$ cat src/rtl/fir_decim_avg.sv
// Accumulate-and-dump decimator: sums 2**DECIM_LOG2 samples and emits a round-half-up average.
// Latency: result registered, o_valid rises 1 clk after the frame-end sample is accepted.
// Backpressure: o_ready = !o_valid || i_ready; a held result stalls upstream until it drains.
//
// Ports:
//   clk, rst_n        rising-edge clock, asynchronous active-low reset
//   i_data/i_valid    signed input sample stream from the FIR
//   o_ready           input accepted when i_valid && o_ready
//   i_clear           synchronous clear of the partial frame (held output unaffected)
//   o_data/o_valid    registered signed average, transferred when o_valid && i_ready
//   i_ready           downstream ready
module fir_decim_avg #(
  parameter int DATA_W     = 16,
  parameter int DECIM_LOG2 = 2
) (
  input  logic                     clk,
  input  logic                     rst_n,
  input  logic signed [DATA_W-1:0] i_data,
  input  logic                     i_valid,
  output logic                     o_ready,
  input  logic                     i_clear,
  output logic signed [DATA_W-1:0] o_data,
  output logic                     o_valid,
  input  logic                     i_ready
);

  // Accumulator is wide enough for M full-scale samples, so it never overflows.
  localparam int ACC_W = DATA_W + DECIM_LOG2;
  // Phase counter keeps at least one bit so the M=1 build stays well formed.
  localparam int PH_W  = (DECIM_LOG2 > 0) ? DECIM_LOG2 : 1;
  localparam logic [PH_W-1:0] PH_LAST = PH_W'((1 << DECIM_LOG2) - 1);
  // Half an LSB of the output for round-half-up; zero in passthrough mode.
  localparam logic signed [ACC_W-1:0] RND = ACC_W'((1 << DECIM_LOG2) >> 1);

  logic signed [ACC_W-1:0] acc;
  logic signed [ACC_W-1:0] sum;
  logic signed [ACC_W-1:0] sum_rnd;
  logic [PH_W-1:0]         phase;
  logic                    accept;
  logic                    frame_end;
  logic                    produce;

  assign o_ready   = !o_valid || i_ready;
  assign accept    = i_valid && o_ready;
  assign frame_end = (phase == PH_LAST);
  // A clear in the frame-end cycle discards the sample and the frame with it.
  assign produce   = accept && frame_end && !i_clear;

  assign sum     = acc + ACC_W'(i_data);
  assign sum_rnd = sum + RND;

  always_ff @(posedge clk or negedge rst_n) begin
    if (!rst_n) begin
      acc     <= '0;
      phase   <= '0;
      o_data  <= '0;
      o_valid <= 1'b0;
    end else begin
      if (o_valid && i_ready) begin
        o_valid <= 1'b0;
      end
      // A new result in the same cycle as a transfer keeps o_valid high.
      if (produce) begin
        // The arithmetic-shifted rounded sum always lies in the DATA_W range.
        o_data  <= DATA_W'(sum_rnd >>> DECIM_LOG2);
        o_valid <= 1'b1;
      end

      if (i_clear) begin
        acc   <= '0;
        phase <= '0;
      end else if (accept) begin
        if (frame_end) begin
          acc   <= '0;
          phase <= '0;
        end else begin
          acc   <= sum;
          phase <= phase + PH_W'(1);
        end
      end
    end
  end

endmodule

$ cat config.mk
export PLATFORM = sky130hd
export DESIGN_NAME = fir_decim_avg
export DESIGN_NICKNAME = d
export VERILOG_FILES = /design/src/rtl/fir_decim_avg.sv
export SDC_FILE = /design/constraint.sdc
export NUM_CORES = 1
export LEC_CHECK = 0
export ABC_CLOCK_PERIOD_IN_PS = 3400
export BUFFER_PORTS_ARGS = -buffer_cell sky130_fd_sc_hd__buf_4
export CORE_ASPECT_RATIO = 0.75
export CORE_UTILIZATION = 52
export DETAILED_ROUTE_END_ITERATION = 10
export GPL_TIMING_DRIVEN = 0
export PLACE_DENSITY_LB_ADDON = 0.3
export SLEW_MARGIN = 40
export SYNTH_ARGS = -nofsm -noshare
export SYNTH_HDL_FRONTEND = slang
export SYNTH_SLANG_ARGS = --single-unit
$ cat constraint.sdc
create_clock -name clk -period 3.4 [get_ports clk]
set_input_delay 0.34 -clock clk [delete_from_list [all_inputs] [get_ports clk]]
set_output_delay 0.34 -clock clk [all_outputs]
set_load 0.01 [all_outputs]
; After elaboration in Yosys (flattened, before gate mapping)
; Index checks and enable logic that the tools add are counted.
[totals]
regBits = 37
inputBits = 21
elab_cells = 25
[classes]
addsub = 3
n_eq_ne = 1
muxes = 8
reduce_logical = 9
[op_table]
columns = operator, n
row1 = two-way mux 18 bit, 3
row2 = adder 18 x 16 -> 18 bit, 1
row3 = "adder 18 x 3 -> 18 bit, second input constant", 1
row4 = two-way mux 2 bit, 3
row5 = logical AND 1 bit, 4
row6 = nonzero test 2 bit, 2
row7 = "adder 2 x 1 -> 2 bit, second input constant", 1
row8 = "== test 2 bit, second input constant", 1
row9 = logical NOT 1 bit, 2
row10 = two-way mux 1 bit, 2
row11 = logical OR 1 bit, 1

; Longest topological paths before layout
; Gate-level depths: netlist of the first run.
[depth]
depth_word = 6
depth_mapped = 11
depth_no_buf = 10

; Worst setup path after synthesis of the first run
; OpenSTA, ideal clock, no wires.
[synth_path]
path_kind = register to register
startpoint = reg acc[0]
endpoint = reg o_data[15]
setup_time_ns = 0.082
t_arrival_ns = 3.304
required_ns = 3.318
setup_slack_ns = 0.014
path_stages_with_launch = 11
path_cell_list = dfrtp_1 -> ha_1 -> fa_1 -> a21o_1 -> a221o_2 -> a21boi_0 -> xor2_1 -> or2b_1 -> or4_4 -> or4_1 -> a31oi_1
[synth_via]
elab_chain_cells = 2
[synth_lines]
columns = item, line
row1 = start: declaration, 35  ; logic signed [ACC_W-1:0] acc;
row2 = start signal: assignment, 77  ; acc <= sum;
row3 = adder 18 x 16 -> 18 bit, 49  ; assign sum = acc + ACC_W'(i_data);
row4 = adder 18 x 3 -> 18 bit, 50  ; assign sum_rnd = sum + RND;
row5 = end signal: assignment, 65  ; o_data <= DATA_W'(sum_rnd >>> DECIM_LOG2);
row6 = end: declaration, 22  ; output logic signed [DATA_W-1:0] o_data,
; No other way between the ends.
; A chain may end at the register's enable or synchronous reset.

; Final worst setup path of the first run
; Ends and elaborated chain as after synthesis.

==> metrics.yaml, run 1 <==
routing:
  ant_nets: 0
  met2_length_mm: 2.968
  vias: 2379
  topRoutingLayerUsed: "met4"
  finalWirelength_mm: 6.635
  drt-pass1-iter-count: 7
  wl_per_cell_um: 16.55
  wl_met3_um: 303
  drt_iter0_markers: 162
  drc: 8
  via_per_inst: 5.933
  wirelength_met1_mm: 3.313
timing:
  slew_headroom_pct: 53.42
  setup_viol: 1
  slew_violations: 0
  rsz0062_at_grt: "yes"
  setup_slack_ps: -28.10
  fin_crit_sh_pct: 100.8
  finalHoldViolCount: 5
  skew_ps: 6.659
  holdWs_ps: -4.106
  tightest_slew_ps: 696.9
  tns_ps: -28.10
  fmax_mhz: 291.7
  fin_crit_ps: 3428
placement:
  io_buffers: 38
  pre_cts_slack_ps: -420.6
  gp_congestion: 0.8589
  place_area_mm2: 0.003017
  dp_hpwl_mm: 4.894
floorplanning:
  num_rows: 22
  boundaryPins: 39
  die_w_um: 84.38
  dieArea_mm2: 0.005381
  die-height_um: 63.78
  core_area_mm2: 0.004900
  start_util_pct: 54.01
final_layout:
  nFillCells: 396
  antenna_cells: 0
  fin_nets: 381
  seqCellArea_um2: 925.9
  multi_input_area_mm2: 0.001727
  layout-drive-gt1-share_pct: 22.87
  stdcell_area_mm2: 0.003253
  final_core_util_pct: 66.39
  syn2layout_area_growth_pct: 22.93
clock_tree:
  cts_tree: "built"
  ctsLongestPathBuffers: 2
  cts.sinks: 37
  clock_latency_ps: 290
  htreeDepth: 2
  clkTransAtPathRegs_ps: 80
  clockRootBuffer: "clkbuf_8"
  cts_buffers: 5
logic_synthesis:
  syn_inst: 286
  yosys_warnings: 0
  synthFlopType: "dfrtp_1"
  synth_enable_flop_cells: 0
  synthArstFlopShare_pct: 100.0
  netlist_area_mm2: 0.002646
  synth_cell_types: 53
  synth_top_area_share_pct: 34.99
  synth_top_area_cell: "dfrtp_1"
  netlist_top_cells_area: "dfrtp_1 (35%), ha_1 (9.0%), o21ai_0 (5.1%), nand2_1 (4.7%), xnor2_1 (4.6%)"
  syn-num-nets: 327
  ys_ff_latch: 37
  synth.avg_cell_area_um2: 9.253
  seq_area_frac_synth_pct: 34.99
critical_path:
  critPathBufInv: 1
  cp.arrival_ps: 3640
  endpoint_kind: "flip-flop"
  worstPathCellList: "ha_4 -> fa_2 -> a21o_1 -> a221o_2 -> buf_4 -> a221o_2 -> a21o_1 -> xor2_2 -> nand4_1 -> or4_1 -> a31oi_1"
  path_delay_family: "compound AO/OA/AOI/OAI gates"
  worst-setup-path-type: "reg2reg"
  critPathLaunchType: "flip-flop"
  slowest_delay_ps: 540
  critPathRequiredTime_ps: 3610
  cp_slowest_cell: "or4_1"
  crit_fanout: 4
global_routing:
  grt_start_max_net_pins: 38
  gr-usage-all-layers_pct: 25.01
  antenna_found_initial: 0
  grt_pass1_wl_mm: 10.59
  grt_pass1_vias: 2178
  grt-ovfl-total: 0
power:
  p_leak_nw: 1.502
  powerDensity_mw_per_mm2: 557.9
  peakVddDrop_v: 0.0002935
hold_path:
  holdCritPathClass: "in2async"
status:
  outcome: "finished, violations left"
  violations: "DRC, hold timing, setup timing"
run:
  drv_cap: 0
kinds of logic (layout without fill, tap and decap cells):
| kind of cell | count (synthesis) | count (layout) | synth area share (%) |
|---|---|---|---|
| and+or+nand+nor | 99 | 99 | 19.76 |
| DFF | 37 | 37 | 34.99 |
| buffers and inverters | 12 | 67 | 2.033 |
| adders and majority gates | 20 | 20 | 9.740 |
| xor gates and xnor gates | 26 | 26 | 8.605 |
| AOI/OAI and AO/OA | 92 | 92 | 24.87 |
sequential cells by signal (all words and copies together) (netlist names):
| register | count |
|---|---|
| o_valid | 1 |
| o_data | 16 |
| phase | 2 |
| acc | 18 |
metrics by stage:
step	instances	power, mW
floorplan	286	1.118
global placement	384	1.332
detailed placement	384	1.360
CTS	396	1.791
global route	401	1.928
finish	401	1.815
cells in the mapped netlist (2+ instances only):
master and number:
o21a_1 2, nor3_1 6, a211oi_1 2, a22o_1 11, nor4b_1 2, nand4_1 5
o21ai_0 27, o211ai_1 2, nand2b_1 7, a21oi_1 15, ha_1 19, o2111ai_1 2
and2_1 6, and3_1 4, nor2b_1 5, xnor2_1 14, or3_1 2, a31o_2 2
nor3b_1 3, a31oi_1 5, nand3_1 5, clkbuf_1 7, a21o_1 7, inv_1 3
o31ai_1 2, xor2_1 12, nor2_1 10, a221o_2 2, nand2_1 33, nand3b_1 3
nor4_1 3, dfrtp_1 37
final timing paths:
path,startpoint,endpoint,slack [ps],cells past startpoint
max,acc[0],o_data[15],-30,11
min,rst_n,acc[0],-4,1
max reg2reg,acc[0],o_data[15],-30,11
min reg2reg,acc[12],acc[12],500,2
max in group asynchronous,rst_n,acc[11],3040,1
min in group clk,i_clear,phase[1],230,2
cell type report:
class | count | share of cell area (%)
multi-input combinational | 237 | 53.08
sequential | 37 | 28.46
timing repair buffer | 48 | 11.08
tap | 60 | 2.308
clock buffer | 5 | 2.115
clock inverter | 3 | 1.423
buffer | 8 | 1.192
inverter | 3 | 0.3462
power breakdown:
group | switching [mW] | total (mW) | internal [mW]
logic | 0.463 | 0.849 | 0.386
registers | 0.0540 | 0.575 | 0.521
clock network | 0.171 | 0.391 | 0.220
metal layers:
layer	global-route usage [%]	vias up
li1	-	1182
met1	36.16	1132
met2	39.55	59
met3	4.005	6
met4	5.932	0
met5	0	-
timing repair:
item / in CTS / in global routing
pin swaps: 6 / 9
resized for setup: 8 / 3
buffers inserted: 5 / 5
endpoints found under the setup margin: 2 / 4
hold buffers: 0 / 0
cell usage in the layout (no fill, tap or decap), drive strengths merged, types with 4 or more instances in the layout:
| master | synthesis | layout |
|---|---|---|
| a31oi | 5 | 5 |
| a21o | 7 | 7 |
| nor3 | 6 | 6 |
| clkbuf | 7 | 11 |
| and2 | 6 | 6 |
| dfrtp | 37 | 37 |
| a22o | 11 | 11 |
| nor2 | 10 | 10 |
| nand3 | 5 | 5 |
| buf | 2 | 50 |
| xor2 | 12 | 12 |
| o21ai | 27 | 27 |
| a21oi | 16 | 16 |
| and3 | 4 | 4 |
| nor2b | 5 | 5 |
| nand2b | 7 | 7 |
| ha | 19 | 19 |
| xnor2 | 14 | 14 |
| nand2 | 33 | 33 |
| nand4 | 5 | 5 |
Power figures use the tool's default switching activity.
==> inputs of run 2 (changes only) <==
--- a/config.mk
+++ b/config.mk
@@ -8,7 +8,7 @@
 export ABC_CLOCK_PERIOD_IN_PS = 3400
 export BUFFER_PORTS_ARGS = -buffer_cell sky130_fd_sc_hd__buf_4
 export CORE_ASPECT_RATIO = 0.75
-export CORE_UTILIZATION = 52
+export CORE_UTILIZATION = 51
 export DETAILED_ROUTE_END_ITERATION = 10
 export GPL_TIMING_DRIVEN = 0
 export PLACE_DENSITY_LB_ADDON = 0.3
==> run 2 against run 1 <==
The flow finishes with violations (hold timing, setup timing). Critical path depth shrank 2. First-iteration DRC count shrank 19%. Clock power grew 5.1%. Maximum frequency shrank 0.84%. Total power grew 2.7%. Critical endpoint unchanged. Largest power group unchanged.
==> metrics.yaml, run 2 (synthesis gave the netlist of run 1 again) <==
status:
  outcome: "finished, violations left"
  violations: "hold timing, setup timing"
routing:
  finalWirelength_mm: 6.667
  wirelength_met1_mm: 3.276
  via_per_inst: 5.973
  wl_per_cell_um: 16.46
  drt-pass1-iter-count: 4
  wl_met3_um: 357
  topRoutingLayerUsed: "met4"
  drt_iter0_markers: 131
  vias: 2419
  drc: 0
  met2_length_mm: 3.008
  ant_nets: 0
placement:
  dp_cells: 384
  place_area_mm2: 0.003017
  gp_congestion: 0.8766
  dp_hpwl_mm: 4.863
  io_buffers: 38
critical_path:
  cp.arrival_ps: 3680
  cp_slowest_cell: "or4_4"
  path_delay_family: "simple AND/OR/NAND/NOR gates"
  rr_worst_depth: 9
  critPathBufInv: 0
  worstPathCellList: "ha_1 -> a21o_1 -> a31o_1 -> o21a_1 -> o211ai_1 -> or2b_4 -> or4_4 -> or4_4 -> a31oi_1"
  path_depth: 9
  worst-setup-path-type: "reg2reg"
  critPathLaunchType: "flip-flop"
  slowest_delay_ps: 550
  endpoint_kind: "flip-flop"
  crit_fanout: 6
  critPathRequiredTime_ps: 3620
  worst_path_most_repeated_cell: "or4_4"
clock_tree:
  ctsLongestPathBuffers: 2
  cts.sinks: 37
  htreeDepth: 2
  ctsHoldBuffers: 0
  cts_tree: "built"
  clockRootBuffer: "clkbuf_8"
  cts_buffers: 5
  clkTransAtPathRegs_ps: 80
  clock_latency_ps: 300
final_layout:
  fin_nets: 385
  final_common_cell: "buf_4"
  regMostFlops: "acc"
  reg.largest.list: "acc: 18 flops, o_data: 16 flops, phase: 2 flops"
  fin_cells: 405
  largest_reg_flops: 18
  layout-drive-gt1-share_pct: 24.93
  stdcell_area_mm2: 0.003308
  syn2layout_area_growth_pct: 25.01
  final_cell_mix: "buf_4 (52), dfrtp_1 (37), nand2_1 (33)"
  antenna_cells: 0
timing:
  setup_viol: 1
  tightest_slew_ps: 714.5
  slew_headroom_pct: 52.24
  holdWs_ps: -9.028
  fin_crit_sh_pct: 101.7
  slew_violations: 0
  fin_crit_ps: 3457
  tns_ps: -56.96
  fmax_mhz: 289.3
  setup_slack_ps: -56.96
  skew_ps: 5.120
  finalHoldViolCount: 5
  rsz0062_at_grt: "yes"
global_routing:
  gr-usage-all-layers_pct: 25.84
  grt_start_max_net_pins: 38
  grt_pass1_vias: 2369
  antenna_found_initial: 0
  grt_pass1_wl_mm: 11.10
  grt-ovfl-total: 0
floorplanning:
  num_rows: 22
  boundaryPins: 39
  die_w_um: 85.18
  die-height_um: 64.38
  start_util_pct: 53.71
  core_area_mm2: 0.004927
  dieArea_mm2: 0.005484
hold_path:
  holdCritPathClass: "in2async"
run:
  drv_cap: 0
power:
  total_power_mw: 1.865
  peakVddDrop_v: 0.0003045
  p_leak_nw: 1.533
  powerDensity_mw_per_mm2: 563.7
[run 2: metrics by stage]
stage | hold slack, ps | setup slack (ps) | util [%]
global placement | 333.5 | -323.6 | 61.02
detailed placement | 338.3 | -380.8 | 61.22
finish | -9.028 | -56.96 | 67.14
global route | 29.22 | -165.3 | 67.14
CTS | 17.15 | -87.61 | 65.03
floorplan | 44.41 | 13.63 | -
[run 2: layer usage]
| metal | up-vias | track usage [%] |
|---|---|---|
| li1 | 1187 | - |
| met5 | - | 0 |
| met3 | 4 | 6.331 |
| met4 | 0 | 4.025 |
| met1 | 1167 | 35.38 |
| met2 | 61 | 42.14 |
[run 2: timing repair]
| action | 4_1_cts | 5_1_grt |
|---|---|---|
| resized for setup | 5 | 10 |
| buffers inserted | 6 | 8 |
| gates cloned | 0 | 0 |
| endpoints found under the hold margin | 0 | 0 |
| pin swaps | 9 | 12 |
| setup endpoints to repair | 4 | 4 |
[run 2: where the power goes]
group | internal [mW] | total (mW) | switching [mW]
Sequential | 0.521 | 0.574 | 0.0528
Clock | 0.239 | 0.411 | 0.173
Combinational | 0.408 | 0.880 | 0.472
Total | 1.17 | 1.86 | 0.697
[run 2: layout make-up]
type	count	area, um2
multi-input cells	237	1747
fillers	410	1619
flip-flops and latches	37	925.9
repair buffers	52	390.4
clock buffers	6	82.58
well taps	60	75.07
plain buffers	8	38.79
clock inverters	2	37.54
inverters	3	11.26
[run 2: worst register-to-register path, cell delays in order (launching register included)]
cell and delay [ps]:
dfrtp_1 390, ha_1 370, a21o_1 230, a31o_1 260
o21a_1 230, o211ai_1 330, or2b_4 350, or4_4 550
or4_4 510, a31oi_1 170
[run 2: final timing paths]
| kind | slack, ps | endpoint | startpoint |
|---|---|---|---|
| max | -60 | o_data[15] | acc[4] |
| min | -9 | o_valid | rst_n |
| max reg2reg | -60 | o_data[15] | acc[4] |
| min reg2reg | 490 | o_data[0] | o_data[0] |
| max in group asynchronous | 3070 | acc[2] | rst_n |
| min in group clk | 230 | phase[1] | i_clear |
==> inputs of run 3 (changes only) <==
--- a/config.mk
+++ b/config.mk
@@ -5,7 +5,7 @@
 export SDC_FILE = /design/constraint.sdc
 export NUM_CORES = 1
 export LEC_CHECK = 0
-export ABC_CLOCK_PERIOD_IN_PS = 3400
+export ABC_CLOCK_PERIOD_IN_PS = 3000
 export BUFFER_PORTS_ARGS = -buffer_cell sky130_fd_sc_hd__buf_4
 export CORE_ASPECT_RATIO = 0.75
 export CORE_UTILIZATION = 51
==> constraint.sdc (replaced) <==
create_clock -name clk -period 3 [get_ports clk]
set_input_delay 0.3 -clock clk [delete_from_list [all_inputs] [get_ports clk]]
set_output_delay 0.3 -clock clk [all_outputs]
set_load 0.01 [all_outputs]
==> run 3 against run 2 <==
The run ends with setup timing left. Sequential share of layout area fell by 0.45 points. Critical endpoint unchanged. Maximum frequency increased by 1.3%. Via count shrank 0.58%. Flip-flop and latch count is the same. Wire length up 3.1%. Global-route usage rose by 0.093 points. Setup slack worse by 350 ps. Largest cell class unchanged. Core utilization grew 1.1 points. Sequential power is 13% higher.
==> metrics.yaml, run 3 (synthesis gave the netlist of run 1 again) <==
status:
  outcome: "finished, violations left"
  violations: "setup timing"
floorplanning:
  boundaryPins: 39
  core_area_mm2: 0.004927
  dieArea_mm2: 0.005484
  die-height_um: 64.38
  num_rows: 22
  die_w_um: 85.18
  start_util_pct: 53.71
final_layout:
  layout-drive-gt1-share_pct: 25.81
  stdcell_area_mm2: 0.003362
  syn2layout_area_growth_pct: 27.04
  reg.largest.list: "acc: 18 flops, o_data: 16 flops, phase: 2 flops"
  fin_nets: 381
  fin_cells: 401
  largest_reg_flops: 18
  multi_input_area_mm2: 0.001821
  final_common_cell: "buf_4"
  antenna_cells: 0
  final_cell_mix: "buf_4 (45), dfrtp_1 (37), nand2_1 (33)"
  nFillCells: 395
  seqCellArea_um2: 925.9
  regMostFlops: "acc"
placement:
  io_buffers: 38
  dp_cells: 384
  place_area_mm2: 0.003040
  dp_hpwl_mm: 4.836
  gp_congestion: 0.8540
routing:
  drt-pass1-iter-count: 4
  wl_per_cell_um: 17.15
  drc: 0
  drt_iter0_markers: 118
  ant_nets: 0
  finalWirelength_mm: 6.876
  vias: 2405
  via_per_inst: 5.998
power:
  p_int_mw: 1.337
  power.clock.fraction_pct: 21.6
  p_comb_share_pct: 48.3
  p_leak_nw: 1.523
  powerDensity_mw_per_mm2: 644.6
  peakVddDrop_v: 0.0003667
  p_sw_uw: 830.4
  switching_share_pct: 38.32
  p_seq_share_pct: 30.0
clock_tree:
  cts_buffers: 5
  clockRootBuffer: "clkbuf_8"
  cts_tree: "built"
  clock_latency_ps: 300
  ctsLongestPathBuffers: 2
  cts.sinks: 37
  clkTransAtPathRegs_ps: 80
  htreeDepth: 2
critical_path:
  slowest_delay_ps: 550
  cp.arrival_ps: 3630
  crit_start: "acc[0]"
  worst-setup-path-type: "reg2reg"
  critPathRequiredTime_ps: 3220
  cp_slowest_cell: "or4_4"
  worstPathCellList: "ha_4 -> fa_2 -> a21o_1 -> a221o_2 -> a21boi_2 -> xor2_4 -> or2b_1 -> or4_4 -> or4_1 -> a31oi_1"
  crit_fanout: 5
  timing.rr.start: "acc[0]"
  critPathLaunchType: "flip-flop"
  critPathBufInv: 0
  path_delay_family: "simple AND/OR/NAND/NOR gates"
  endpoint_kind: "flip-flop"
timing:
  fin_crit_sh_pct: 113.7
  fin_crit_ps: 3411
  setup_viol: 6
  skew_ps: 5.004
  slew_violations: 0
  finalHoldViolCount: 0
  rsz0062_at_grt: "yes"
  tightest_slew_ps: 770.3
  fmax_mhz: 293.1
  slew_headroom_pct: 48.51
  setup_slack_ps: -411.2
  tns_ps: -1010
hold_path:
  hold_start: "i_clear"
  holdCritPathClass: "in2reg"
global_routing:
  grt_pass1_wl_mm: 10.97
  grt_pass1_vias: 2218
  grt-ovfl-total: 0
  antenna_found_initial: 0
  grt_start_max_net_pins: 38
  gr-usage-all-layers_pct: 25.93
run:
  drv_cap: 0
## run 3: changes by cell type in the layout (fill, tap and decap cells not counted), moves of 2 or more
cell / change
nor3_1: -2
buf_4: -7
nor3_2: +2
nor4_2: +2
nor4_1: -2
buf_6: +2
## run 3: power groups by stage
stage          Sequential (mW)  Combinational (mW)  Clock (mW)
4_1_cts                  0.651               0.970       0.469
6_report                 0.651                1.05       0.468
3_5_place_dp             0.661               0.890           0
2_1_floorplan            0.671               0.604           0
3_3_place_gp             0.656               0.862           0
5_1_grt                  0.661                1.14       0.495
## run 3: final cells by class
| class | instances | share of cell area [%] |
|---|---|---|
| Buffer | 8 | 1.154 |
| Clock buffer | 6 | 2.456 |
| Clock inverter | 2 | 1.116 |
| Inverter | 3 | 0.3349 |
| Multi-Input combinational cell | 237 | 54.15 |
| Sequential cell | 37 | 27.54 |
| Tap cell | 60 | 2.233 |
| Timing Repair Buffer | 48 | 11.02 |
## run 3: layer usage
metal / global-route usage, % / up-vias / wire length [um]
li1: - / 1179 / -
met1: 38.50 / 1153 / 3343
met2: 38.81 / 65 / 3085
met3: 4.651 / 8 / 369
met4: 6.568 / 0 / 77
met5: 0 / - / 0
## run 3: worst paths after layout
kind,to,slack (ps),depth (start not counted)
max,o_data[15],-410,10
min,phase[1],190,2
max reg2reg,o_data[15],-410,10
min reg2reg,acc[10],490,2
max in group asynchronous,acc[12],2160,2
min in group asynchronous,o_valid,490,2
## run 3: repair_timing
action / in CTS / in global routing
pin swaps: 11 / 9
endpoints found under the hold margin: 37 / 0
setup buffers: 8 / 2
hold buffers: 1 / 0
endpoints found under the setup margin: 9 / 9
resized for setup: 10 / 16
## run 3: metrics by stage
| stage | power, mW | hold slack, ps | util (%) | setup slack, ps |
|---|---|---|---|---|
| after floorplan | 1.274 | 4.409 | - | -276.4 |
| after global placement | 1.518 | 296.2 | 61.50 | -477.0 |
| after detailed placement | 1.550 | 300.3 | 61.71 | -526.8 |
| after CTS | 2.090 | 186.1 | 66.38 | -387.5 |
| after global routing | 2.294 | 189.0 | 68.23 | -567.9 |
| final | 2.167 | 190.3 | 68.23 | -411.2 |
## run 3: worst reg2reg max path, stage by stage, from the launching register on
cell	delay, ps
dfrtp_1	420
ha_4	190
fa_2	360
a21o_1	180
a221o_2	410
a21boi_2	250
xor2_4	150
or2b_1	280
or4_4	550
or4_1	420
a31oi_1	140
